--- src/rtl/alu_ctrl_pkg.sv ---
// Shared definitions for the EX-stage ALU control and its multiply/divide unit:
// funct field values, ALU op codes and the multiply/divide state/kind encodings.
package alu_ctrl_pkg;

    localparam logic [1:0] ALUOP_ADD   = 2'b00;
    localparam logic [1:0] ALUOP_SUB   = 2'b01;
    localparam logic [1:0] ALUOP_RTYPE = 2'b10;
    localparam logic [1:0] ALUOP_NOP   = 2'b11;

    localparam logic [5:0] FN_ADD   = 6'b100000;
    localparam logic [5:0] FN_ADDU  = 6'b100001;
    localparam logic [5:0] FN_SUB   = 6'b100010;
    localparam logic [5:0] FN_SUBU  = 6'b100011;
    localparam logic [5:0] FN_AND   = 6'b100100;
    localparam logic [5:0] FN_OR    = 6'b100101;
    localparam logic [5:0] FN_XOR   = 6'b100110;
    localparam logic [5:0] FN_NOR   = 6'b100111;
    localparam logic [5:0] FN_SLT   = 6'b101010;
    localparam logic [5:0] FN_SLTU  = 6'b101011;

    // The HI/LO group; funct[1] selects divide and funct[0] selects unsigned for the md ops.
    localparam logic [5:0] FN_MFHI  = 6'b010000;
    localparam logic [5:0] FN_MTHI  = 6'b010001;
    localparam logic [5:0] FN_MFLO  = 6'b010010;
    localparam logic [5:0] FN_MTLO  = 6'b010011;
    localparam logic [5:0] FN_MULT  = 6'b011000;
    localparam logic [5:0] FN_MULTU = 6'b011001;
    localparam logic [5:0] FN_DIV   = 6'b011010;
    localparam logic [5:0] FN_DIVU  = 6'b011011;

    localparam logic [3:0] ALU_ADD  = 4'b0010;
    localparam logic [3:0] ALU_SUB  = 4'b0110;
    localparam logic [3:0] ALU_AND  = 4'b0000;
    localparam logic [3:0] ALU_OR   = 4'b0001;
    localparam logic [3:0] ALU_XOR  = 4'b0011;
    localparam logic [3:0] ALU_NOR  = 4'b1100;
    localparam logic [3:0] ALU_SLT  = 4'b0111;
    localparam logic [3:0] ALU_SLTU = 4'b1000;
    localparam logic [3:0] ALU_NOP  = 4'b1111;

    typedef enum logic {MD_IDLE, MD_RUN} md_state_e;
    typedef enum logic {MD_MUL, MD_DIV} md_kind_e;

    function automatic logic isMdFunct(input logic [5:0] fn);
        return (fn == FN_MULT) || (fn == FN_MULTU) || (fn == FN_DIV) || (fn == FN_DIVU);
    endfunction

endpackage

--- src/rtl/alu_control_md_if.sv ---
// Bundle of the EX-stage instruction inputs and ALU-control/HI-LO outputs.
// The pipeline side is the master, the ALU control block is the slave.
interface alu_control_md_if #(parameter int DATA_W = 32);

    logic              ex_valid;
    logic              flush;
    logic [1:0]        alu_op;
    logic [5:0]        funct;
    logic [DATA_W-1:0] rs_val;
    logic [DATA_W-1:0] rt_val;
    logic [3:0]        post_alu_op;
    logic              stall;
    logic              mf_valid;
    logic [DATA_W-1:0] mf_data;
    logic [DATA_W-1:0] hi_q;
    logic [DATA_W-1:0] lo_q;
    logic              md_busy;

    modport master (
        output ex_valid, flush, alu_op, funct, rs_val, rt_val,
        input  post_alu_op, stall, mf_valid, mf_data, hi_q, lo_q, md_busy
    );

    modport slave (
        input  ex_valid, flush, alu_op, funct, rs_val, rt_val,
        output post_alu_op, stall, mf_valid, mf_data, hi_q, lo_q, md_busy
    );

endinterface

--- src/rtl/md_iter_unit.sv ---
// Iterative multiply/divide on operand magnitudes: one shift-add or restoring
// shift-subtract step per clock, with the sign fix-up applied to the final step's result.
module md_iter_unit
    import alu_ctrl_pkg::*;
#(
    parameter int DATA_W = 32,
    parameter int CNT_W  = $clog2(DATA_W)
) (
    input  logic              clk,
    input  logic              rst_n,
    input  logic              i_start,
    input  logic              i_is_div,
    input  logic              i_is_signed,
    input  logic [DATA_W-1:0] i_a,
    input  logic [DATA_W-1:0] i_b,
    output logic              o_busy,
    output logic              o_done,
    output logic [DATA_W-1:0] o_hi,
    output logic [DATA_W-1:0] o_lo
);

    md_state_e         r_state;
    md_state_e         w_nextState;
    md_kind_e          r_kind;
    logic [CNT_W-1:0]  r_cnt;
    logic [DATA_W-1:0] r_acc;
    logic [DATA_W-1:0] r_mq;
    logic [DATA_W-1:0] r_opnd;
    logic [DATA_W-1:0] r_rawA;
    logic              r_negMain;
    logic              r_negRem;
    logic              r_divZero;

    logic [DATA_W-1:0]   w_aMag;
    logic [DATA_W-1:0]   w_bMag;
    logic [DATA_W:0]     w_sum;
    logic [DATA_W:0]     w_shifted;
    logic [DATA_W:0]     w_diff;
    logic [DATA_W-1:0]   w_nextAcc;
    logic [DATA_W-1:0]   w_nextMq;
    logic [2*DATA_W-1:0] w_prodMag;
    logic [2*DATA_W-1:0] w_prod;

    assign w_aMag = (i_is_signed && i_a[DATA_W-1]) ? -i_a : i_a;
    assign w_bMag = (i_is_signed && i_b[DATA_W-1]) ? -i_b : i_b;

    assign o_busy = (r_state == MD_RUN);
    assign o_done = o_busy && (r_cnt == '0);

    always_ff @(posedge clk or negedge rst_n) begin
        if (!rst_n) begin
            r_state <= MD_IDLE;
        end else begin
            r_state <= w_nextState;
        end
    end

    always_comb begin
        w_nextState = r_state;
        case (r_state)
            MD_IDLE: if (i_start) w_nextState = MD_RUN;
            MD_RUN:  if (r_cnt == '0) w_nextState = MD_IDLE;
            default: w_nextState = MD_IDLE;
        endcase
    end

    // Multiply keeps {acc, mq} as the partial product; divide keeps acc as the
    // partial remainder and shifts quotient bits into mq as the dividend shifts out.
    always_comb begin
        w_sum     = {1'b0, r_acc} + {1'b0, r_opnd};
        w_shifted = {r_acc, r_mq[DATA_W-1]};
        w_diff    = w_shifted - {1'b0, r_opnd};
        w_nextAcc = r_acc;
        w_nextMq  = r_mq;
        if (r_kind == MD_MUL) begin
            if (r_mq[0]) begin
                {w_nextAcc, w_nextMq} = {w_sum, r_mq[DATA_W-1:1]};
            end else begin
                {w_nextAcc, w_nextMq} = {1'b0, r_acc, r_mq[DATA_W-1:1]};
            end
        end else begin
            if (!w_diff[DATA_W]) begin
                w_nextAcc = w_diff[DATA_W-1:0];
                w_nextMq  = {r_mq[DATA_W-2:0], 1'b1};
            end else begin
                w_nextAcc = w_shifted[DATA_W-1:0];
                w_nextMq  = {r_mq[DATA_W-2:0], 1'b0};
            end
        end
    end

    assign w_prodMag = {w_nextAcc, w_nextMq};
    assign w_prod    = r_negMain ? -w_prodMag : w_prodMag;

    always_comb begin
        o_hi = w_prod[2*DATA_W-1:DATA_W];
        o_lo = w_prod[DATA_W-1:0];
        if (r_kind == MD_DIV) begin
            if (r_divZero) begin
                o_hi = r_rawA;
                o_lo = '1;
            end else begin
                o_hi = r_negRem  ? -w_nextAcc : w_nextAcc;
                o_lo = r_negMain ? -w_nextMq  : w_nextMq;
            end
        end
    end

    always_ff @(posedge clk or negedge rst_n) begin
        if (!rst_n) begin
            r_kind    <= MD_MUL;
            r_cnt     <= '0;
            r_acc     <= '0;
            r_mq      <= '0;
            r_opnd    <= '0;
            r_rawA    <= '0;
            r_negMain <= 1'b0;
            r_negRem  <= 1'b0;
            r_divZero <= 1'b0;
        end else if ((r_state == MD_IDLE) && i_start) begin
            r_kind    <= i_is_div ? MD_DIV : MD_MUL;
            r_cnt     <= CNT_W'(DATA_W - 1);
            r_acc     <= '0;
            r_mq      <= i_is_div ? w_aMag : w_bMag;
            r_opnd    <= i_is_div ? w_bMag : w_aMag;
            r_rawA    <= i_a;
            r_negMain <= i_is_signed && (i_a[DATA_W-1] ^ i_b[DATA_W-1]);
            r_negRem  <= i_is_signed && i_a[DATA_W-1];
            r_divZero <= i_is_div && (i_b == '0);
        end else if (r_state == MD_RUN) begin
            r_acc <= w_nextAcc;
            r_mq  <= w_nextMq;
            if (r_cnt != '0) r_cnt <= r_cnt - CNT_W'(1);
        end
    end

endmodule

--- src/rtl/alu_control_md.sv ---
// EX-stage ALU control: funct decode, HI/LO interlock and the HI/LO registers
// fed by the iterative multiply/divide unit.
module alu_control_md
    import alu_ctrl_pkg::*;
#(
    parameter int DATA_W = 32,
    parameter int CNT_W  = $clog2(DATA_W)
) (
    input logic            clk,
    input logic            rst_n,
    alu_control_md_if.slave bus
);

    logic [3:0]        w_aluOp;
    logic              w_isRType;
    logic              w_isMd;
    logic              w_isMf;
    logic              w_isMt;
    logic              w_stall;
    logic              w_accept;
    logic              w_busy;
    logic              w_done;
    logic [DATA_W-1:0] w_mdHi;
    logic [DATA_W-1:0] w_mdLo;
    logic [DATA_W-1:0] r_hi;
    logic [DATA_W-1:0] r_lo;

    always_comb begin
        w_aluOp = ALU_NOP;
        case (bus.alu_op)
            ALUOP_ADD: w_aluOp = ALU_ADD;
            ALUOP_SUB: w_aluOp = ALU_SUB;
            ALUOP_RTYPE: begin
                case (bus.funct)
                    FN_ADD, FN_ADDU: w_aluOp = ALU_ADD;
                    FN_SUB, FN_SUBU: w_aluOp = ALU_SUB;
                    FN_AND:          w_aluOp = ALU_AND;
                    FN_OR:           w_aluOp = ALU_OR;
                    FN_XOR:          w_aluOp = ALU_XOR;
                    FN_NOR:          w_aluOp = ALU_NOR;
                    FN_SLT:          w_aluOp = ALU_SLT;
                    FN_SLTU:         w_aluOp = ALU_SLTU;
                    default:         w_aluOp = ALU_NOP;
                endcase
            end
            default: w_aluOp = ALU_NOP;
        endcase
    end

    assign w_isRType = (bus.alu_op == ALUOP_RTYPE);
    assign w_isMd    = w_isRType && isMdFunct(bus.funct);
    assign w_isMf    = w_isRType && ((bus.funct == FN_MFHI) || (bus.funct == FN_MFLO));
    assign w_isMt    = w_isRType && ((bus.funct == FN_MTHI) || (bus.funct == FN_MTLO));

    // Any HI/LO-group op must wait while the unit runs; flush only blocks acceptance.
    assign w_stall  = bus.ex_valid && (w_isMd || w_isMf || w_isMt) && w_busy;
    assign w_accept = bus.ex_valid && !bus.flush && !w_stall;

    md_iter_unit #(
        .DATA_W (DATA_W),
        .CNT_W  (CNT_W)
    ) u_md (
        .clk         (clk),
        .rst_n       (rst_n),
        .i_start     (w_accept && w_isMd),
        .i_is_div    (bus.funct[1]),
        .i_is_signed (!bus.funct[0]),
        .i_a         (bus.rs_val),
        .i_b         (bus.rt_val),
        .o_busy      (w_busy),
        .o_done      (w_done),
        .o_hi        (w_mdHi),
        .o_lo        (w_mdLo)
    );

    always_ff @(posedge clk or negedge rst_n) begin
        if (!rst_n) begin
            r_hi <= '0;
            r_lo <= '0;
        end else if (w_done) begin
            r_hi <= w_mdHi;
            r_lo <= w_mdLo;
        end else if (w_accept && w_isMt) begin
            if (bus.funct == FN_MTHI) r_hi <= bus.rs_val;
            else                      r_lo <= bus.rs_val;
        end
    end

    assign bus.post_alu_op = w_aluOp;
    assign bus.stall       = w_stall;
    assign bus.mf_valid    = bus.ex_valid && w_isMf && !w_stall;
    assign bus.mf_data     = (bus.funct == FN_MFHI) ? r_hi : r_lo;
    assign bus.hi_q        = r_hi;
    assign bus.lo_q        = r_lo;
    assign bus.md_busy     = w_busy;

endmodule
--- src/flat_wrapper.sv ---
// flat-port wrapper written by rule: the top's interface ports become plain ports
module alu_control_md_flat import alu_ctrl_pkg::*;
#(
    parameter int DATA_W = 32,
    parameter int CNT_W  = $clog2(DATA_W)
)
  (clk, rst_n, bus_ex_valid, bus_flush, bus_alu_op, bus_funct, bus_rs_val, bus_rt_val, bus_post_alu_op, bus_stall, bus_mf_valid, bus_mf_data, bus_hi_q, bus_lo_q, bus_md_busy);
  alu_control_md_if #(.DATA_W(DATA_W)) bus_i ();
  input logic clk;
  input logic rst_n;
  input wire logic [$bits(bus_i.ex_valid)-1:0] bus_ex_valid;
  input wire logic [$bits(bus_i.flush)-1:0] bus_flush;
  input wire logic [$bits(bus_i.alu_op)-1:0] bus_alu_op;
  input wire logic [$bits(bus_i.funct)-1:0] bus_funct;
  input wire logic [$bits(bus_i.rs_val)-1:0] bus_rs_val;
  input wire logic [$bits(bus_i.rt_val)-1:0] bus_rt_val;
  output wire logic [$bits(bus_i.post_alu_op)-1:0] bus_post_alu_op;
  output wire logic [$bits(bus_i.stall)-1:0] bus_stall;
  output wire logic [$bits(bus_i.mf_valid)-1:0] bus_mf_valid;
  output wire logic [$bits(bus_i.mf_data)-1:0] bus_mf_data;
  output wire logic [$bits(bus_i.hi_q)-1:0] bus_hi_q;
  output wire logic [$bits(bus_i.lo_q)-1:0] bus_lo_q;
  output wire logic [$bits(bus_i.md_busy)-1:0] bus_md_busy;
  assign bus_i.ex_valid = bus_ex_valid;
  assign bus_i.flush = bus_flush;
  assign bus_i.alu_op = bus_alu_op;
  assign bus_i.funct = bus_funct;
  assign bus_i.rs_val = bus_rs_val;
  assign bus_i.rt_val = bus_rt_val;
  assign bus_post_alu_op = bus_i.post_alu_op;
  assign bus_stall = bus_i.stall;
  assign bus_mf_valid = bus_i.mf_valid;
  assign bus_mf_data = bus_i.mf_data;
  assign bus_hi_q = bus_i.hi_q;
  assign bus_lo_q = bus_i.lo_q;
  assign bus_md_busy = bus_i.md_busy;
  alu_control_md #(.DATA_W(DATA_W), .CNT_W(CNT_W)) u_core (.clk(clk), .rst_n(rst_n), .bus(bus_i));
endmodule
--- config.mk ---
export PLATFORM = sky130hd
export DESIGN_NAME = alu_control_md_flat
export DESIGN_NICKNAME = d
export VERILOG_FILES = /design/src/rtl/alu_ctrl_pkg.sv /design/src/rtl/alu_control_md_if.sv /design/src/rtl/md_iter_unit.sv /design/src/rtl/alu_control_md.sv /design/src/flat_wrapper.sv
export SDC_FILE = /design/constraint.sdc
export NUM_CORES = 1
export LEC_CHECK = 0
export ABC_CLOCK_PERIOD_IN_PS = 5400
export BUFFER_PORTS_ARGS = -buffer_cell sky130_fd_sc_hd__buf_2
export CAP_MARGIN = 20
export CORE_MARGIN = 3
export CORE_UTILIZATION = 45
export DETAILED_ROUTE_END_ITERATION = 8
export PLACE_DENSITY_LB_ADDON = 0.2
export SLEW_MARGIN = 20
export SYNTH_ARGS = -nofsm -noshare
export SYNTH_HDL_FRONTEND = slang
export SYNTH_SLANG_ARGS = --single-unit
--- constraint.sdc ---
create_clock -name clk -period 5.4 [get_ports clk]
set_input_delay 0.54 -clock clk [delete_from_list [all_inputs] [get_ports clk]]
set_output_delay 0.54 -clock clk [all_outputs]
set_load 0.05 [all_outputs]
==> impl_results.md, run 1 <==
- Critical path arrival: 5640 ps
- CP endpoint kind: flop
- Vias in the first global route: 19,800
- Die Y-Extent: about 210 um
- Reg-to-reg endpoint: u_core.bus.hi_q[23]
- I/O pin total: 179
- Global-route wire length before repair: between 100 and 150 mm
- Initial drt markers: between 2,000 and 2,500
- Synth Cell Area: roughly 19,000 um^2
- Crit-path slowest cell: or4_1
- Routed vias: 21,000
- CTS clk-pin slew, worst paths: roughly 60 ps
- Worst Hold Class: in -> async
- Synth Flop Type: dfrtp_1
- PnR worst setup slack: a little under 200 ps
- Tightest Pin Transition: 1360 ps
- Worst vdd ir: ~0.95 mV
- Total of max-cap violations: 0
- Hpwl dp: between 60 and 70 mm
- R2R setup slack: between 150 and 200 ps
- Sequential-to-total area share from yosys stat: 0.265
- Max Root-Sink Buffers: 3
- RD Place Congestion: slightly below 1
- Die width: between 200 and 250 um
- Fin nets: roughly 2,800
- Residual DRC: 0
- Hold Buf Count CTS: 0
- CTS tree: yes
- Buffers & Inverters on Critical Path: 1
- Initial antenna violation count: 2
- Aggregate routed wire length: 84.6 mm
- Crit path depth: 16
- DRT Pass-1 Iters: 8
- Commonest non-fill, non-tap cell in the layout: nand2_1
- Clk root buf: clkbuf_16
- Clock share of power: 0.125
- Psw: 8.26 mW
- Failing checks: hold timing
- Syn nets: approximately 2,700
- Core area: 41,400 um^2
- Number of synthesized register bits: 202
- FF+latch area: approximately 5100 um^2
- Startpoint Class: flop
- Status: finished, violations left
- Crit path from: u_core.u_md.r_opnd[0]
- P&R area growth vs syn: 13.7%
- Number of synthesized flops with an enable pin: 0
- Sw frac: 0.561
- PortBufs: ~180
- R2R depth: 16
- CP max stage delay: a little over 700 ps
- Avg WL per Cell: ~26 um
- CP top delay family: simple AND/OR/NAND/NOR gates
- Share of post-route cells with drive strength above 1: 0.168
- Worst Path Required: between 5000 and 6000 ps
- Area of the multi-input gates: ~13,000 um^2
- Ys async rst share: 1.00
- Syn Area/Cell: roughly 7.5 um^2
- Yosys warns: 0
- Site Rows: 74
- Fill cells: a little over 4,000
- Grt ovf: 0
- Critical path class: reg -> reg
- Sinks on Clock Net: 202
- Post-Synthesis Cells: approximately 2,500
- Place WS: approximately 76 ps
- Pleak: around 9.5 nW
- Cts bufs inserted: 27
- DR vias/cell: approximately 6.5
- Final hold vios: 2
- CP max FO: 7
- Setup TNS Final: 0 ps
- Slew Limit Fails: 0
- Most frequent cells in the layout: nand2_1, o21ai_0, dfrtp_1
- Final ANT Viol Nets: 0
- Initial core utilization: 0.462
- Tmin final: ~5200 ps
- Design Power: 14.7 mW
- Synth unique cells: 99
- P_int: 6.47 mW
- H-Tree Depth: 1
- Clk Latency, worst-skew pair: 570 ps
- Sequential Power Share: 0.187
- Part of the cycle the worst path needs: 0.963
- Die area: roughly 45,000 um^2
- Comb power frac: 0.688
- Clock Skew: 18.8 ps
- Largest net degree at the start of global routing: 119
- Relative slew slack: 0.0868
- # setup viols final: 0
- R2R Path Start: u_core.u_md.r_opnd[0]
- Max Freq: about 0.19 GHz
- Power Density: about 680 nW/um^2
- GRT Total Usage: 0.366
- Crit path cell chain: ha_1, fa_1, nand2b_1, a21oi_2, o21ai_2, o31ai_4, a41o_4, buf_4, o311ai_0, o211ai_2, nand2_2, or4_1, nor4_2, nand2_1, a211oi_1, nor4_1
- Fin Hold WS: -14.8 ps
==> sequential cells by signal, summed over array words and instances (netlist names) <==
name and flops:
u_core.u_md.r_divZero 1, u_core.u_md.r_opnd 32, u_core.u_md.o_busy 1, u_core.u_md.r_mq 32
u_core.u_md.r_cnt 5, u_core.u_md.r_acc 32, u_core.bus.lo_q 32, u_core.u_md.r_negRem 1
u_core.bus.hi_q 32, u_core.u_md.r_negMain 1, u_core.u_md.r_rawA 32, u_core.u_md.r_kind 1
==> area by class of cell <==
| cell class | instances | share of cell area |
|---|---|---|
| antenna | 4 | 0.000461 |
| clock buffer | 37 | 0.0361 |
| clock inverter | 11 | 0.00455 |
| inverter | 75 | 0.0130 |
| multi-input combinational | 2088 | 0.606 |
| sequential | 202 | 0.233 |
| tap | 532 | 0.0306 |
| timing repair buffer | 278 | 0.0765 |
==> stage by stage <==
step	instance area, um^2	std cells	utilization	hold WS, ps
after CTS	21600	3218	0.522	45.3
after floorplan	19100	2537	-	244
after global routing	21700	3223	0.525	72.0
after global placement	20700	3170	0.501	456
after detailed placement	20700	3170	0.501	462
final	21700	3227	0.525	-14.8
==> how the worst max path moves through the flow <==
| stage | to | slack, ps |
|---|---|---|
| floorplan | u_core.bus.hi_q[30] | 260 |
| global placement | u_core.bus.hi_q[29] | 110 |
| detailed placement | u_core.bus.hi_q[30] | 80 |
| CTS | u_core.bus.hi_q[29] | 60 |
| global route | u_core.bus.hi_q[24] | -20 |
| finish | u_core.bus.hi_q[23] | 200 |
==> power groups by stage <==
stage | registers [mW] | clock network (mW) | logic, mW
2_1_floorplan | 3.17 | 0 | 6.04
3_3_place_gp | 2.70 | 0 | 9.81
3_5_place_dp | 2.71 | 0 | 9.87
4_1_cts | 2.69 | 1.85 | 9.92
5_1_grt | 2.77 | 1.91 | 10.8
6_report | 2.76 | 1.84 | 10.1
==> cells in the mapped netlist (all sizes together), types with 10 or more instances <==
master,number,area [um^2]
o31ai,43,337
and3,20,125
clkbuf,128,482
a211oi,38,290
nand4,27,175
o221ai,30,263
inv,74,278
a31oi,36,231
a32oi,28,245
nor2,156,601
o22ai,12,75.1
and2,10,62.6
or3,23,144
o211ai,33,258
mux2i,48,480
ha,69,863
nor2b,18,113
nand3,56,280
xnor2,102,893
o21ai,238,1200
mux2,53,597
nand2,505,1900
nor4,21,159
dfrtp,202,5050
buf,44,219
nor3,63,335
a221oi,12,105
a21o,39,293
or4,17,131
o21a,11,82.6
xor2,77,674
a21oi,145,741
nand2b,22,138
==> cells by family after synthesis <==
group                    count (synthesis)  share of synthesized area
AND/OR/NAND/NOR                        972                      0.233
multiplexers                           101                     0.0564
buffers and inverters                  247                     0.0514
adder cells (fa/ha/maj)                 71                     0.0473
flip-flops                             202                      0.265
AO/OA/AOI/OAI                          765                      0.266
XOR/XNOR                               179                     0.0820
==> worst reg2reg max path: stages (launching register included) <==
cell and delay [ps]:
dfrtp_1 400, ha_1 220, fa_1 410, nand2b_1 200, a21oi_2 220, o21ai_2 130, o31ai_4 370, a41o_4 310
buf_4 120, o311ai_0 130, o211ai_2 440, nand2_2 170, or4_1 720, nor4_2 700, nand2_1 130, a211oi_1 300
nor4_1 110
==> per-layer routing <==
layer  vias up  track usage  share of wire
li1       9463            -              -
met1     10200        0.480           0.40
met2      1097        0.576           0.45
met3       215       0.0736          0.093
met4         2        0.183          0.060
met5         -            0        0.00015
==> what timing repair did <==
| item | CTS | global route |
|---|---|---|
| setup buffers | 0 | 5 |
| resized for setup | 0 | 14 |
| endpoints found under the setup margin | 0 | 15 |
| hold endpoints to repair | 0 | 0 |
(Power assumes the default switching activity.)
==> inputs of run 2 (changes only) <==
Settings changed: ABC_AREA from default to 1, CORE_ASPECT_RATIO from default to 1.1.
==> run 2 against run 1 <==
Net effect:
- sequential share of layout area down 1.4 points
- critical endpoint is now u_core.bus.hi_q[28]
- largest power group unchanged
- utilization decreased by 1.9 points
- the flow now finishes without violations
- clock-buffer cell count shrank 1
- via count increased by 16%
- largest cell class unchanged
- clock skew up 3.7 ps
==> impl_results.md, run 2 <==
- Critical path class: reg -> reg (unchanged)
- Multiplexer area fraction after synthesis: 0.00216 (was 0.0564)
- H-Tree Depth: 1 (unchanged)
- Commonest non-fill, non-tap cell in the layout: nand2_1 (unchanged)
- Worst Hold Depth: 3
- Synth unique cells: 62 (was 99)
- Worst Path Required: 5900 ps (was 5840 ps)
- DR vias/cell: 5.78 (was 6.51)
- Compound-Gate Fraction of Synth Area: 0.174 (was 0.266)
- Fin Hold WS: 279 ps (was -14.8 ps)
- Part of the cycle the worst path needs: 0.908 (was 0.963)
- Core area: 45,700 um^2 (was 41,400 um^2)
- DRT Pass-1 Iters: 6 (was 8)
- CTS clk-pin slew, worst paths: 60 ps (about the same)
- Final hold vios: 0 (was 2)
- Relative slew slack: 0.274 (was 0.0868)
- CP max stage delay: 430 ps (was 710 ps)
- Site Rows: 82 (was 74)
- Share of post-route cells with drive strength above 1: 0.108 (was 0.168)
- Max Freq: 0.204 GHz (was 0.192 GHz)
- Number of synthesized register bits: 202 (unchanged)
- R2R depth: 34 (was 16)
- GRT Total Usage: 0.375 (was 0.366)
- Unrepaired setup endpoints after global routing: false
- Placement Cell Area: 22,200 um^2 (was 20,700 um^2)
- Largest family of logic cells by synthesized area: simple AND/OR/NAND/NOR gates (was compound AO/OA/AOI/OAI gates)
- Synth area leader: dfrtp_1 (unchanged)
- CTS tree: yes (unchanged)
- P&R area growth vs syn: 11.0% (was 13.7%)
- Top cells by area, synth: dfrtp_1, nand2_1, inv_1 (was dfrtp_1, nand2_1, o21ai_0)
- Area share of fa/ha/maj cells after synthesis: 0.0434 (was 0.0473)
- Clock Skew: 22.5 ps (was 18.8 ps)
- CP endpoint kind: flop (unchanged)
- Setup Buffers After CTS: 0 (unchanged)
- Worst Hold Class: in -> reg (was in -> async)
- Hold_sp: bus_rs_val[8]
- Synth Cell Area: 20,800 um^2 (was 19,100 um^2)
- Most Frequent Cell on Critical Path: nand2_1
- R2R setup slack: 500 ps (was 200 ps)
- Most frequent cells in the layout: nand2_1, inv_1, nor2_1 (was nand2_1, o21ai_0, dfrtp_1)
- Sequential-to-total area share from yosys stat: 0.243 (was 0.265)
- Aggregate routed wire length: 94.0 mm (was 84.6 mm)
- GRT met1 Usage: 0.489 (was 0.480)
- Top Usage Layer GRT: met2 (unchanged)
- Initial core utilization: 0.456 (was 0.462)
- Die area: 48,900 um^2 (was 45,000 um^2)
- # setup viols final: 0 (unchanged)
- Die width: 211 um (was 212 um)
- Final ANT Viol Nets: 0 (unchanged)
- Syn Area/Cell: 5.98 um^2 (was 7.53 um^2)
- Syn nets: 3,630 (was 2,684)
- Top-area cell type share of the netlist area: 0.243 (was 0.265)
- Total of max-cap violations: 0 (unchanged)
- Yosys warns: 0 (unchanged)
- Crit-path slowest cell: fa_1 (was or4_1)
- Max Root-Sink Buffers: 3 (unchanged)
- CP max FO: 8 (was 7)
- Post-Synthesis Cells: 3,483 (was 2,537)
- Residual DRC: 0 (unchanged)
- Hpwl dp: 74.7 mm (was 64.6 mm)
- Final Instance Area: 23,100 um^2 (was 21,700 um^2)
- Initial antenna violation count: 4 (was 2)
- Most common cell in the netlist: nand2_1 (unchanged)
- Setup TNS Final: 0 ps (unchanged)
- Sinks on Clock Net: 202 (unchanged)
- Worst vdd ir: 1.02 mV (was 0.954 mV)
- Grt ovf: 0 (unchanged)
- Reg-to-reg endpoint: u_core.bus.hi_q[28] (was u_core.bus.hi_q[23])
- Startpoint Class: flop (unchanged)
- Vias in the first global route: 22,300 (was 19,800)
- Global-route wire length before repair: 139 mm (was 125 mm)
- Cts bufs inserted: 26 (was 27)
- Ys async rst share: 1.00 (unchanged)
- Routed vias: 24,300 (was 21,000)
- Initial drt markers: 2,808 (was 2,316)
- Met2 Use GR: 0.560 (was 0.576)
- Slew Limit Fails: 0 (unchanged)
- I/O pin total: 179 (unchanged)
- GR Layer Usage met3: 0.0759 (was 0.0736)
- Synth Area in XOR/XNOR: 0.0399 (was 0.0820)
- Die Y-Extent: 232 um (was 212 um)
- Post-synthesis simple-gate area fraction: 0.372 (was 0.233)
- Clk Latency, worst-skew pair: 570 ps (about the same)
- R2R Path Start: u_core.u_md.r_opnd[0] (unchanged)
- PortBufs: 178 (unchanged)
- Fin nets: 3,743 (was 2,819)
- Avg WL per Cell: 22.4 um (was 26.2 um)
- Largest net degree at the start of global routing: 83 (was 119)
- Hold EP: u_core.u_md.r_rawA[8]
- Tmin final: 4900 ps (was 5200 ps)
- Critical path arrival: 5400 ps (was 5640 ps)
- Pleak: 12.5 nW (was 9.52 nW)
- Tightest Pin Transition: 1080 ps (was 1360 ps)
- RD Place Congestion: 1.02 (was 0.981)
- Post-synth top cells: nand2_1, inv_1, nor2_1 (was nand2_1, o21ai_0, dfrtp_1)
- Power Density: 690 nW/um^2 (was 678 nW/um^2)
- Number of synthesized flops with an enable pin: 0 (unchanged)
- Synth Flop Type: dfrtp_1 (unchanged)
- Clk root buf: clkbuf_16 (unchanged)
- Status: finished clean (was finished, violations left)
==> run 2: cell count changes after synthesis, sizes merged, moves of 36 or more <==
cell    before   now
nand2      505  1168
inv         74   542
nand3       56   230
nor2       156   327
xnor2      102    23
o22ai       12    64
mux2        53     4
mux2i       48     0
a211oi      38     1
clkbuf     128    92
==> run 2: worst max-delay path by stage <==
stage	slack, ps	endpoint	startpoint	cells after the start
2_1_floorplan	1430	u_core.bus.hi_q[12]	u_core.u_md.r_mq[31]	34
3_3_place_gp	730	u_core.bus.hi_q[18]	u_core.u_md.r_mq[31]	34
3_5_place_dp	600	u_core.bus.hi_q[28]	u_core.u_md.r_opnd[0]	33
4_1_cts	590	u_core.bus.hi_q[28]	u_core.u_md.r_opnd[0]	34
5_1_grt	40	u_core.bus.hi_q[16]	u_core.u_md.r_mq[31]	33
6_report	500	u_core.bus.hi_q[28]	u_core.u_md.r_opnd[0]	34
==> run 2: kinds of logic (layout without fill, tap and decap cells) <==
group / count (synthesis) / in the layout
buffers and inverters: 674 / 805
AOI/OAI and AO/OA: 609 / 609
muxes: 4 / 4
DFF: 202 / 202
xor gates and xnor gates: 95 / 95
and+or+nand+nor: 1828 / 1828
adders and majority gates: 71 / 71
other: 0 / 1
==> run 2: through the flow <==
step	power [mW]	utilization	std cells	setup WS, ps
2_1_floorplan	10.2	-	3483	1430
3_3_place_gp	13.8	0.486	4153	732
3_5_place_dp	13.8	0.486	4153	604
4_1_cts	15.6	0.505	4200	595
5_1_grt	17.0	0.506	4202	38.0
6_report	15.9	0.506	4203	497
==> run 2: report_power, final <==
| group | leakage (nW) | internal [mW] | switching [mW] |
|---|---|---|---|
| Sequential | 2.41 | 2.08 | 0.587 |
| Clock | 0.426 | 1.07 | 0.732 |
| Combinational | 9.68 | 2.99 | 8.48 |
==> run 2: per-layer routing <==
| metal | vias to the layer above | wire (um) |
|---|---|---|
| li1 | 11400 | - |
| met1 | 11100 | 36600 |
| met2 | 1433 | 39200 |
| met3 | 320 | 10000 |
| met4 | 4 | 8140 |
| met5 | - | 28 |
==> run 2: repair_timing <==
item | 4_1_cts | 5_1_grt
setup endpoints to repair | 0 | 0
endpoints found under the hold margin | 19 | 0
gates resized for setup | 0 | 0
hold buffers | 1 | 0
==> run 2: critical path: cells and delay by family, from the launching register on <==
kind                     cells  cell delay, ps
flip-flops                   1             410
buffers and inverters        3             340
AO/OA/AOI/OAI                1             120
adder cells (fa/ha/maj)      3             840
AND/OR/NAND/NOR             27            3150
==> run 2: area by class of cell <==
type,count,area (um^2)
fillers,4911,22500
inverters,548,2060
multi-input cells,2607,13200
repair buffers,211,1210
clock inverters,10,109
well taps,588,736
diodes,1,2.50
flip-flops and latches,202,5060
clock buffers,36,759
